**src/rtl/planificador_compuerta_if.sv**
```systemverilog
// Handshake bundle between the parking gate scheduler and its surroundings:
// lane sensors and password result in, arm command and lot status out.
interface planificador_compuerta_if #(
  parameter int CNT_W = 4
);
  logic             req_entrada;
  logic             pass_ok;
  logic             req_salida;
  logic             paso;
  logic             abrir;
  logic             sel_salida;
  logic [CNT_W-1:0] ocupacion;
  logic             lleno;
  logic             alarma;

  modport master (
    output req_entrada, pass_ok, req_salida, paso,
    input  abrir, sel_salida, ocupacion, lleno, alarma
  );

  modport slave (
    input  req_entrada, pass_ok, req_salida, paso,
    output abrir, sel_salida, ocupacion, lleno, alarma
  );
endinterface

```
**src/rtl/planificador_compuerta.sv**
```systemverilog
// Round-robin scheduler for the shared gate arm: entry needs a password,
// exit opens directly; tracks lot occupancy and flags clearance timeouts.
module planificador_compuerta #(
  parameter int CAPACIDAD = 8,
  parameter int TIMEOUT   = 16,
  parameter int CNT_W     = 4
) (
  input  logic                  clock,
  input  logic                  reset,
  planificador_compuerta_if.slave bus
);
  localparam int TW = $clog2(TIMEOUT) + 1;

  typedef enum logic [1:0] {IDLE, ESPERA_CLAVE, ABIERTA, ALARMA} estado_t;

  estado_t          r_estado;
  logic             r_abrir;
  logic             r_sel_salida;
  logic             r_alarma;
  logic             r_last_grant;
  logic [CNT_W-1:0] r_ocupacion;
  logic [TW-1:0]    r_timer;

  logic             w_lleno;
  logic             w_ent_ok;
  logic             w_sal_ok;
  logic             w_pick_ent;
  logic             w_expira;
  logic [CNT_W-1:0] w_ocup_paso;

  assign w_lleno    = (r_ocupacion == CNT_W'(CAPACIDAD));
  assign w_ent_ok   = bus.req_entrada & ~w_lleno;
  assign w_sal_ok   = bus.req_salida;
  // On a tie the lane that did not get the last grant wins.
  assign w_pick_ent = w_ent_ok & (~w_sal_ok | r_last_grant);
  assign w_expira   = (r_timer == TW'(TIMEOUT - 1));

  always_comb begin
    w_ocup_paso = r_ocupacion;
    if (!r_sel_salida)
      w_ocup_paso = r_ocupacion + CNT_W'(1);
    else if (r_ocupacion != '0)
      w_ocup_paso = r_ocupacion - CNT_W'(1);
  end

  always_ff @(posedge clock) begin
    if (reset) begin
      r_estado     <= IDLE;
      r_abrir      <= 1'b0;
      r_sel_salida <= 1'b0;
      r_alarma     <= 1'b0;
      r_last_grant <= 1'b1;
      r_ocupacion  <= '0;
      r_timer      <= '0;
    end else begin
      case (r_estado)
        IDLE: begin
          if (w_pick_ent) begin
            r_estado     <= ESPERA_CLAVE;
            r_sel_salida <= 1'b0;
            r_last_grant <= 1'b0;
            r_timer      <= '0;
          end else if (w_sal_ok) begin
            r_estado     <= ABIERTA;
            r_sel_salida <= 1'b1;
            r_abrir      <= 1'b1;
            r_last_grant <= 1'b1;
            r_timer      <= '0;
          end
        end
        ESPERA_CLAVE: begin
          if (bus.pass_ok) begin
            r_estado <= ABIERTA;
            r_abrir  <= 1'b1;
            r_timer  <= '0;
          end else if (!bus.req_entrada || w_expira) begin
            r_estado <= IDLE;
            r_timer  <= '0;
          end else begin
            r_timer <= r_timer + TW'(1);
          end
        end
        ABIERTA: begin
          if (bus.paso) begin
            r_estado    <= IDLE;
            r_abrir     <= 1'b0;
            r_ocupacion <= w_ocup_paso;
            r_timer     <= '0;
          end else if (w_expira) begin
            r_estado <= ALARMA;
            r_alarma <= 1'b1;
            r_timer  <= '0;
          end else begin
            r_timer <= r_timer + TW'(1);
          end
        end
        ALARMA: begin
          // The arm stays up until the car is confirmed clear.
          if (bus.paso) begin
            r_estado    <= IDLE;
            r_abrir     <= 1'b0;
            r_alarma    <= 1'b0;
            r_ocupacion <= w_ocup_paso;
            r_timer     <= '0;
          end
        end
        default: r_estado <= IDLE;
      endcase
    end
  end

  assign bus.abrir      = r_abrir;
  assign bus.sel_salida = r_sel_salida;
  assign bus.alarma     = r_alarma;
  assign bus.ocupacion  = r_ocupacion;
  assign bus.lleno      = w_lleno;
endmodule

```
**src/flat_wrapper.sv**
```systemverilog
// flat-port wrapper written by rule: the top's interface ports become plain ports
module planificador_compuerta_flat 
#(
  parameter int CAPACIDAD = 8,
  parameter int TIMEOUT   = 16,
  parameter int CNT_W     = 4
)
  (clock, reset, bus_req_entrada, bus_pass_ok, bus_req_salida, bus_paso, bus_abrir, bus_sel_salida, bus_ocupacion, bus_lleno, bus_alarma);
  planificador_compuerta_if #(.CNT_W(CNT_W)) bus_i ();
  input  logic clock;
  input  logic reset;
  input wire logic [$bits(bus_i.req_entrada)-1:0] bus_req_entrada;
  input wire logic [$bits(bus_i.pass_ok)-1:0] bus_pass_ok;
  input wire logic [$bits(bus_i.req_salida)-1:0] bus_req_salida;
  input wire logic [$bits(bus_i.paso)-1:0] bus_paso;
  output wire logic [$bits(bus_i.abrir)-1:0] bus_abrir;
  output wire logic [$bits(bus_i.sel_salida)-1:0] bus_sel_salida;
  output wire logic [$bits(bus_i.ocupacion)-1:0] bus_ocupacion;
  output wire logic [$bits(bus_i.lleno)-1:0] bus_lleno;
  output wire logic [$bits(bus_i.alarma)-1:0] bus_alarma;
  assign bus_i.req_entrada = bus_req_entrada;
  assign bus_i.pass_ok = bus_pass_ok;
  assign bus_i.req_salida = bus_req_salida;
  assign bus_i.paso = bus_paso;
  assign bus_abrir = bus_i.abrir;
  assign bus_sel_salida = bus_i.sel_salida;
  assign bus_ocupacion = bus_i.ocupacion;
  assign bus_lleno = bus_i.lleno;
  assign bus_alarma = bus_i.alarma;
  planificador_compuerta #(.CAPACIDAD(CAPACIDAD), .TIMEOUT(TIMEOUT), .CNT_W(CNT_W)) u_core (.clock(clock), .reset(reset), .bus(bus_i));
endmodule
```
**config.mk**
```make
export PLATFORM = sky130hd
export DESIGN_NAME = planificador_compuerta_flat
export DESIGN_NICKNAME = d
export VERILOG_FILES = /design/src/rtl/planificador_compuerta_if.sv /design/src/rtl/planificador_compuerta.sv /design/src/flat_wrapper.sv
export SDC_FILE = /design/constraint.sdc
export NUM_CORES = 1
export LEC_CHECK = 0
export CAP_MARGIN = 20
export CORE_MARGIN = 8
export CORE_UTILIZATION = 53
export DETAILED_ROUTE_END_ITERATION = 6
export GPL_TIMING_DRIVEN = 0
export PLACE_DENSITY = 0.85
export SLEW_MARGIN = 40
export SYNTH_ARGS = -nofsm -noshare
export SYNTH_HDL_FRONTEND = slang
export SYNTH_SLANG_ARGS = --single-unit
```
**constraint.sdc**
```tcl
create_clock -name clock -period 2.52 [get_ports clock]
set_clock_uncertainty 0.1 [all_clocks]
set_input_delay 0.378 -clock clock [delete_from_list [all_inputs] [get_ports clock]]
set_output_delay 0.378 -clock clock [all_outputs]
set_load 0.005 [all_outputs]
```
==> results.toml <==
[clock_network]
cts.sinks = 15
cts_made_buffers = 3
cts_tree = "yes"
hold_buffers = 0
cts_resized = 0
cts_max_path_buffers = 2
clk_pin_slew_ns = 0.10
h-tree-depth = 1
cts-root-buf = "clkbuf_4"
cts_setup_buffers = 0
clk_latency_ns = 0.30

[sta]
worstMarginPinSlew_ns = 0.546
clock.fmax_ghz = 0.426
period_minus_slack_ns = 2.35
rsz0062_at_grt = "false"
tns_ns = 0
relSlewSlack_pct = 63.5
slew_violations = 0
final.setup.worst_slack_ns = 0.174
period_share_pct = 93.1
setup_viol_count_final = 0
hold_violations = 0

[synthesis]
synth_cells = 112
synth_area_per_cell_um2 = 9.35
synth_seq_area_share_pct = 28.7
syn-cell-area_um2 = 1050
synth_nets = 129
synthArstFlopShare_pct = 0
synth-edff-count = 0
ys.warnings.count = 0
yosys_most_used_dff = "dfxtp_1"
synth-seq-cells = 15
yosysUniqueCellTypes = 44

[die]
ioPinCount = 14
dieArea_um2 = 3650
fp.dieH_um = 60.5
core_um2 = 1920
start_util_pct = 54.5
die_x_um = 60.5
rows = 16

[detailed_routing]
vias = 909
wl_um = 2320
via_per_inst = 5.83
wire_per_inst_um = 14.8
drc = 0
drt_first_pass_iters = 4
antenna_left = 0
drt_iter0_drc = 10

[setup_path]
worstSetupStartpointType = "flop"
cp.required_ns = 2.04
endpoint_kind = "output pin"
regToRegStartpoint = "u_core.r_estado[0]"
crit_start = "u_core.bus.ocupacion[0]"
path_class = "flop to output pin"
critPathMaxFanout = 6
cp.arrival_ns = 1.87

[min_path]
hp-class = "flop to flop"
holdCritStartpoint = "u_core.bus.abrir"

[global_routing]
grt_max_degree = 11
grt_pass1_wl_um = 3890
track_usage_pct = 14.1
grt_overflow = 0
antenna_found_initial = 0
grt_pass1_vias = 895

[pwr]
ir_drop_v = 0.000499
leakagePower_nw = 0.472
pwr_density_cell_nw_per_um2 = 796

[place]
hpwlAfterDp_um = 1820
io_buffers = 13
post-place-ws_ns = 0.340
gp_congestion = 0.853

[cells_and_area]
nets = 147
diodes = 0
syn_to_final_growth_pct = 18.3
drive_gt1_share_pct = 14.0

[status]
status = "finished clean"

[flow_run]
cap_violations = 0
[cell usage after synthesis (all sizes together) (3+ instances only)]
library cell,count,area [um^2]
o21ai,4,20.0
a21oi,11,62.6
o31ai,3,27.5
nor2,4,15.0
nand2b,4,25.0
dfxtp,15,300
nor2b,3,18.8
inv,12,45.0
nand3,5,25.0
ha,10,125
nand2,6,30.0
and3,3,18.8
[critical path, cell delays in order (launching register included)]
cell	delay (ns)
dfxtp_1	0.39
nor4b_2	0.57
clkdlybuf4s50_1	0.61
[per-layer routing]
layer  vias to the layer above  global-route usage, %  routed length (um)
met2                        16                   25.8                1190
met4                         0                   8.97                  60
met5                         -                      0                   0
met3                         6                   2.97                  87
met1                       440                   14.2                 976
li1                        447                      -                   -
[power breakdown]
| group | internal [mW] | total [mW] | switching (mW) |
|---|---|---|---|
| clock | 0.0592 | 0.148 | 0.0891 |
| sequential | 0.282 | 0.333 | 0.0517 |
| combinational | 0.245 | 0.505 | 0.259 |
| total | 0.586 | 0.986 | 0.400 |
[final timing paths]
check / to / slack (ns) / cells after the start
hold reg to reg: u_core.bus.abrir / 0.37 / 2
setup / recovery: bus_lleno / 0.17 / 2
setup reg to reg: u_core.r_timer[2] / 0.42 / 7
hold / removal: u_core.bus.abrir / 0.37 / 2
[layout make-up]
class	count	area, um^2
Buffer	2	15.0
Clock buffer	3	22.5
Clock inverter	1	5.00
Fill cell	166	683
Inverter	12	45.0
Multi-Input combinational cell	83	687
Sequential cell	15	300
Tap cell	27	33.8
Timing Repair Buffer	13	130
[kinds of logic (layout without fill, tap and decap cells)]
family                   after synthesis  count (layout)  share of synthesized area [%]
AO/OA/AOI/OAI                         32              32                           25.6
XOR/XNOR                               2               2                           1.67
adder cells (fa/ha/maj)               11              11                           13.9
buffers and inverters                 14              31                           5.73
flip-flops                            15              15                           28.7
multiplexers                           1               1                          0.956
AND/OR/NAND/NOR                       37              37                           23.5
[state kept, by name, summed over array words and instances (netlist names)]
name	flops
u_core.bus.sel_salida	1
u_core.r_timer	5
u_core.bus.abrir	1
u_core.bus.ocupacion	4
u_core.bus.alarma	1
u_core.r_last_grant	1
u_core.r_estado	2
[per-stage QoR]
step	hold slack (ns)	area, um^2	power, mW	util [%]	cells
global placement	0.349	1210	0.816	63.0	152
CTS	0.371	1240	0.988	64.5	156
floorplan	0.355	1050	0.699	-	112
detailed placement	0.361	1210	0.845	63.0	152
finish	0.368	1240	0.986	64.5	156
global route	0.408	1240	1.06	64.5	156
[cell usage in the layout, fill, tap and decap left out, types with 3 or more instances in the layout]
cell / Yosys / final
ha_1: 10 / 10
a21oi_1: 9 / 9
inv_1: 12 / 12
nand2_1: 5 / 5
and3_1: 3 / 3
nand3_1: 5 / 5
nand2b_1: 4 / 4
nor2_1: 4 / 4
nor2b_1: 3 / 3
clkdlybuf4s50_1: 0 / 13
o21ai_0: 4 / 4
clkbuf_4: 0 / 3
dfxtp_1: 15 / 15
No activity file was read; power rests on OpenSTA's default activity.
